==> config.mk <==
export PLATFORM = sky130hd
export DESIGN_NAME = alu_share_arbiter
export DESIGN_NICKNAME = d
export VERILOG_FILES = /design/src/rtl/alu_pkg.sv /design/src/rtl/alu_share_arbiter_rr.sv /design/src/rtl/alu_share_arbiter.sv
export SDC_FILE = /design/constraint.sdc
export NUM_CORES = 1
export LEC_CHECK = 0
export CAP_MARGIN = 15
export CORE_MARGIN = 4
export CORE_UTILIZATION = 37
export DETAILED_ROUTE_END_ITERATION = 12
export GPL_TIMING_DRIVEN = 0
export PLACE_DENSITY = 0.81
export SLEW_MARGIN = 30
export SYNTH_ARGS = -nofsm -noshare
export SYNTH_HDL_FRONTEND = slang
export SYNTH_SLANG_ARGS = --single-unit
==> constraint.sdc <==
create_clock -name clk -period 2.2 [get_ports clk]
set_clock_uncertainty 0.2 [all_clocks]
set_input_delay 0.22 -clock clk [delete_from_list [all_inputs] [get_ports clk]]
set_output_delay 0.22 -clock clk [all_outputs]
set_load 0.02 [all_outputs]
==> src/rtl/alu_pkg.sv <==
// Shared ALU definitions: control codes used by the ALU decoder and the arbiter FSM state type.
package alu_pkg;

  localparam logic [2:0] ALU_ADD = 3'b000;
  localparam logic [2:0] ALU_SUB = 3'b001;
  localparam logic [2:0] ALU_MUL = 3'b010;

  typedef enum logic [1:0] {IDLE, EXEC, RESP} alu_arb_state_t;

  function automatic logic is_mul(input logic [2:0] ctrl);
    return ctrl == ALU_MUL;
  endfunction

endpackage

==> src/rtl/alu_share_arbiter_rr.sv <==
// Two-way round-robin winner select; the last_grant register lives in the parent.
module rr_arbiter2 (
  input  logic [1:0] req,
  input  logic       last_grant,
  output logic [1:0] grant
);

  always_comb begin
    grant = 2'b00;
    case (req)
      2'b01:   grant = 2'b01;
      2'b10:   grant = 2'b10;
      2'b11:   grant = last_grant ? 2'b01 : 2'b10;
      default: grant = 2'b00;
    endcase
  end

endmodule

==> src/rtl/alu_share_arbiter.sv <==
// Shares one multi-cycle ALU between the scalar pipeline (req 0) and the vector lane (req 1).
// Optional grant/contention statistics are built when ALU_ARB_STATS_EN is defined.
module alu_share_arbiter #(
  parameter int WIDTH       = 32,
  parameter int MUL_LATENCY = 4
) (
  input  logic                  clk,
  input  logic                  rst_n,
  input  logic [1:0]            req_valid,
  input  logic [1:0][2:0]       req_ctrl,
  input  logic [1:0][WIDTH-1:0] req_a,
  input  logic [1:0][WIDTH-1:0] req_b,
  output logic [1:0]            req_ready,
  output logic [1:0]            resp_valid,
  input  logic [1:0]            resp_ready,
  output logic [WIDTH-1:0]      resp_result,
  output logic [2:0]            alu_ctrl,
  output logic [WIDTH-1:0]      alu_a,
  output logic [WIDTH-1:0]      alu_b,
  input  logic [WIDTH-1:0]      alu_result,
  output logic                  busy,
  output logic [15:0]           grant_cnt0,
  output logic [15:0]           grant_cnt1,
  output logic [15:0]           contend_cnt
);
  import alu_pkg::*;

  localparam int CNT_W = (MUL_LATENCY > 1) ? $clog2(MUL_LATENCY) : 1;
  localparam logic [CNT_W-1:0] MUL_CNT = CNT_W'(MUL_LATENCY - 1);

  alu_arb_state_t   state;
  logic             owner;
  logic             last_grant;
  logic [CNT_W-1:0] cnt;
  logic [1:0]       grant;
  logic             handshake;
  logic             win_idx;

  rr_arbiter2 u_rr (
    .req        (req_valid),
    .last_grant (last_grant),
    .grant      (grant)
  );

  assign req_ready = (state == IDLE) ? grant : 2'b00;
  assign handshake = |(req_valid & req_ready);
  assign win_idx   = grant[1];
  assign busy      = (state != IDLE);

  // ALU operands are only written on accept, so they stay frozen through EXEC and RESP.
  always_ff @(posedge clk or negedge rst_n) begin
    if (!rst_n) begin
      state       <= IDLE;
      owner       <= 1'b0;
      last_grant  <= 1'b1;
      cnt         <= '0;
      resp_valid  <= 2'b00;
      resp_result <= '0;
      alu_ctrl    <= 3'b000;
      alu_a       <= '0;
      alu_b       <= '0;
    end else begin
      case (state)
        IDLE: begin
          if (handshake) begin
            owner      <= win_idx;
            last_grant <= win_idx;
            alu_ctrl   <= req_ctrl[win_idx];
            alu_a      <= req_a[win_idx];
            alu_b      <= req_b[win_idx];
            cnt        <= is_mul(req_ctrl[win_idx]) ? MUL_CNT : '0;
            state      <= EXEC;
          end
        end
        EXEC: begin
          if (cnt == '0) begin
            resp_result <= alu_result;
            resp_valid  <= {owner, ~owner};
            state       <= RESP;
          end else begin
            cnt <= cnt - 1'b1;
          end
        end
        RESP: begin
          if (resp_ready[owner]) begin
            resp_valid <= 2'b00;
            state      <= IDLE;
          end
        end
        default: state <= IDLE;
      endcase
    end
  end

`ifdef ALU_ARB_STATS_EN
  // Saturating counters so long runs never wrap back to small values.
  always_ff @(posedge clk or negedge rst_n) begin
    if (!rst_n) begin
      grant_cnt0  <= '0;
      grant_cnt1  <= '0;
      contend_cnt <= '0;
    end else if (handshake) begin
      if (!win_idx && grant_cnt0 != 16'hFFFF) grant_cnt0 <= grant_cnt0 + 16'd1;
      if (win_idx && grant_cnt1 != 16'hFFFF)  grant_cnt1 <= grant_cnt1 + 16'd1;
      if ((&req_valid) && contend_cnt != 16'hFFFF) contend_cnt <= contend_cnt + 16'd1;
    end
  end
`else
  assign grant_cnt0  = 16'h0000;
  assign grant_cnt1  = 16'h0000;
  assign contend_cnt = 16'h0000;
`endif

endmodule
==> metrics.md <==
| Metric | Value |
|---|---|
| Post-synth EDFFs | `0` |
| Seq/Total Area, Yosys | `0.519` |
| FF-to-FF setup slack | `just over 300 ps` |
| Overflow after GRT | `0` |
| Starting density of the core | `0.384` |
| H-Tree Level Count | `3` |
| Capture point of the worst path | `req_ready[0]` |
| Synth area leaders | `dfrtp_1 (51%), o221a_1 (11%), nand3b_1 (9.4%)` |
| Via-to-Cell Ratio | `just under 5` |
| Max_cap viols | `0` |
| Max-slew headroom | `0.655` |
| Synth top cells by count | `dfrtp_1 (106), nand2_1 (97), nand3b_1 (65)` |
| Nets@finish | `976` |
| Die Span X | `~130 um` |
| Number of global-route vias before repair | `about 5.2k` |
| DRC viols | `0` |
| DP HPWL | `between 10000 and 15000 um` |
| Buffers and inverters on the worst path | `4` |
| Synth Cell Area | `slightly above 0.005 mm^2` |
| CP Data Required Time | `~1800 ps` |
| Most frequent cell after synthesis | `dfrtp_1` |
| Crit-path cells | `nand2b_1, nand3_2, buf_6, buf_6, inv_1, clkdlybuf4s15_2` |
| Reg2reg path depth | `7` |
| Critical path's slowest cell | `dfstp_2` |
| Worst Path Max Fanout | `10` |
| DIE AREA | `0.0159 mm^2` |
| Syn Inst Count | `approximately 460` |
| Layout Area Growth over Synthesis | `69.5%` |
| Initial antenna violation count | `0` |
| Die Span Y | `between 100 and 150 um` |
| Type of origin of the critical path | `flip-flop` |
| Max Fclk | `between 0.4 and 0.5 GHz` |
| CTS Sinks | `~110` |
| Final Cycle Share | `0.978` |
| Max stage delay on crit path | `570 ps` |
| Ys Warns | `0` |
| Antenna Cells | `0` |
| DP Worst Slack | `-405 ps` |
| Via count | `about 4.8k` |
| Async set-reset flop share out of synthesis | `1.00` |
| Worst min-delay path class | `input pin to flip-flop` |
| Crit path launch | `last_grant` |
| Predominant post-synthesis flop cell | `dfrtp_1` |
| Syn Area/Cell | `11.3 um^2` |
| Final slew viol count | `0` |
| Crit. End Element | `output pin` |
| Post-Place Cells | `958` |
| Reg2Reg Capture Point | `state[1]` |
| Clock Tree Buf Depth | `2` |
| Levels on crit path | `6` |
| FF/Latch Area | `~0.0027 mm^2` |
| Static Leak | `~0.0038 uW` |
| First-pass GRT wire length | `roughly 28000 um` |
| Data arrival, critical path | `about 1700 ps` |
| Unrepaired setup endpoints after global routing | `true` |
| Share of layout cells above drive strength 1 | `0.161` |
| Final Worst Setup Slack | `~50 ps` |
| Fillers | `1075` |
| GP Congestion | `~0.86` |
| Synth top area share | `0.514` |
| Hold Fails Final Rpt | `0` |
| Final setup fails | `0` |
| Site row count | `42` |
| Num CTS Buffers | `9` |
| GRT Util Overall | `0.216` |
| Cell variety after synth | `35` |
| 1st-iter DRT viols | `roughly 280` |
| Clock transition at path regs | `around 70 ps` |
| CP Class | `flip-flop to output pin` |
| Status | `finished clean` |
| Worst skew pair latency | `about 340 ps` |
| CTS Root Cell | `clkbuf_16` |
| Core area | `roughly 0.013 mm^2` |
| Routed Antenna Nets | `0` |
| CP top delay family | `buffers and inverters` |
| DR WL/cell | `between 15 and 20 um` |
| Top cell type by total area after synthesis | `dfrtp_1` |
| PwrDens | `between 1000 and 1500 mW/mm^2` |
| Flops & latches, synth | `107` |
| Worst path most repeated cell | `buf_6` |
| Final std cells w/o fill | `between 900 and 1k` |
| Reg2reg start | `cnt[1]` |
| PortBufs | `275` |
| Post-layout instance area | `0.00876 mm^2` |
| Cell Area, Placed | `between 0.008 and 0.009 mm^2` |
| Area of the multi-input gates | `a little over 0.002 mm^2` |
| Num ports | `~320` |
| Min Tclk post-route | `between 2000 and 2500 ps` |
| Total wire length | `17400 um` |
| Pin count of the biggest net entering global routing | `56` |
| Max IR drop VDD | `roughly 0.0007 V` |
| Slew @ Worst Pin | `about 520 ps` |
| Drt first pass iters | `4` |
| CTS tree | `done` |
[per-layer routing]
| metal | wire, um | vias to the layer above | GRT usage |
|---|---|---|---|
| li1 | - | 2243 | - |
| met1 | 6850 | 2334 | 0.258 |
| met2 | 8750 | 226 | 0.370 |
| met3 | 1320 | 38 | 0.0580 |
| met4 | 502 | 0 | 0.0877 |
| met5 | 0 | - | 0 |
[cell type report]
type / instances / share of cell area
Tap cell: 176 / 0.0251
Clock inverter: 5 / 0.00886
Buffer: 85 / 0.0693
Multi-Input combinational cell: 309 / 0.235
Inverter: 5 / 0.00214
Clock buffer: 11 / 0.0266
Sequential cell: 107 / 0.306
Timing Repair Buffer: 286 / 0.327
[cell usage in the layout (no fill, tap or decap), types with 2 or more instances in the layout]
master / netlist / layout
clkdlybuf4s50_1: 0 / 271
dfrtp_1: 106 / 106
nand2_1: 97 / 97
nand3b_1: 65 / 65
buf_4: 52 / 59
o221a_1: 49 / 49
conb_1: 1 / 48
o221a_2: 15 / 15
buf_2: 16 / 14
buf_6: 7 / 12
clkbuf_1: 9 / 11
clkbuf_16: 0 / 9
mux2_2: 7 / 7
inv_1: 5 / 5
o21ai_0: 3 / 3
nor3b_1: 3 / 3
a21o_1: 3 / 3
nor3_1: 2 / 2
bufinv_16: 0 / 2
clkinv_2: 0 / 2
clkdlybuf4s15_2: 0 / 2
[worst reg2reg max path, stage by stage, from the launching register on]
cell,delay [ps]
dfrtp_1,380
inv_1,60
ha_1,160
buf_1,170
nand3b_1,120
buf_4,150
clkbuf_1,360
o21ai_0,160
[kinds of logic after synthesis]
logic type,synth area share
DFF,0.519
AOI/OAI and AO/OA,0.165
muxes,0.0172
and+or+nand+nor,0.179
other,0.000726
buffers and inverters,0.117
adders and majority gates,0.00242
[metrics by stage]
step	util	TNS [ps]	total power, uW	hold slack [ps]
floorplan	-	0	6920	-276
global placement	0.618	-350260	9740	260
detailed placement	0.620	-668	9950	9.42
CTS	0.647	0	11800	187
global route	0.651	-29.2	12500	201
finish	0.651	0	11700	202
[power breakdown]
group	switching (uW)	internal, uW	leakage (uW)	total [uW]
Sequential	609	2950	0.00123	3560
Clock	696	995	0.000150	1690
Combinational	3280	3210	0.00238	6490
Total	4580	7160	0.00376	11700
[registers in the layout, summed over array words and instances, names as in the netlist]
signal / cells
cnt: 2
alu_b: 32
resp_result: 32
alu_a: 32
resp_valid: 2
alu_ctrl: 3
state: 2
owner: 1
last_grant: 1
[how the worst min path moves through the flow]
stage	start	endpoint	slack, ps	cells after the start
after floorplan	rst_n	alu_a[0]	-280	0
after global placement	resp_result[8]	resp_result[8]	260	2
after detailed placement	rst_n	resp_result[6]	9	1
after CTS	alu_result[24]	resp_result[24]	190	3
after global routing	alu_result[31]	resp_result[31]	200	3
final	alu_result[7]	resp_result[7]	200	3
[timing repair]
action                                 in CTS  in global routing
endpoints found under the hold margin      54                  0
setup buffers                               4                  5
hold buffers                                1                  0
setup endpoints to repair                   3                 24
resized for setup                          11                  3
pin swaps                                   1                  1
Power figures use the tool's default switching activity.
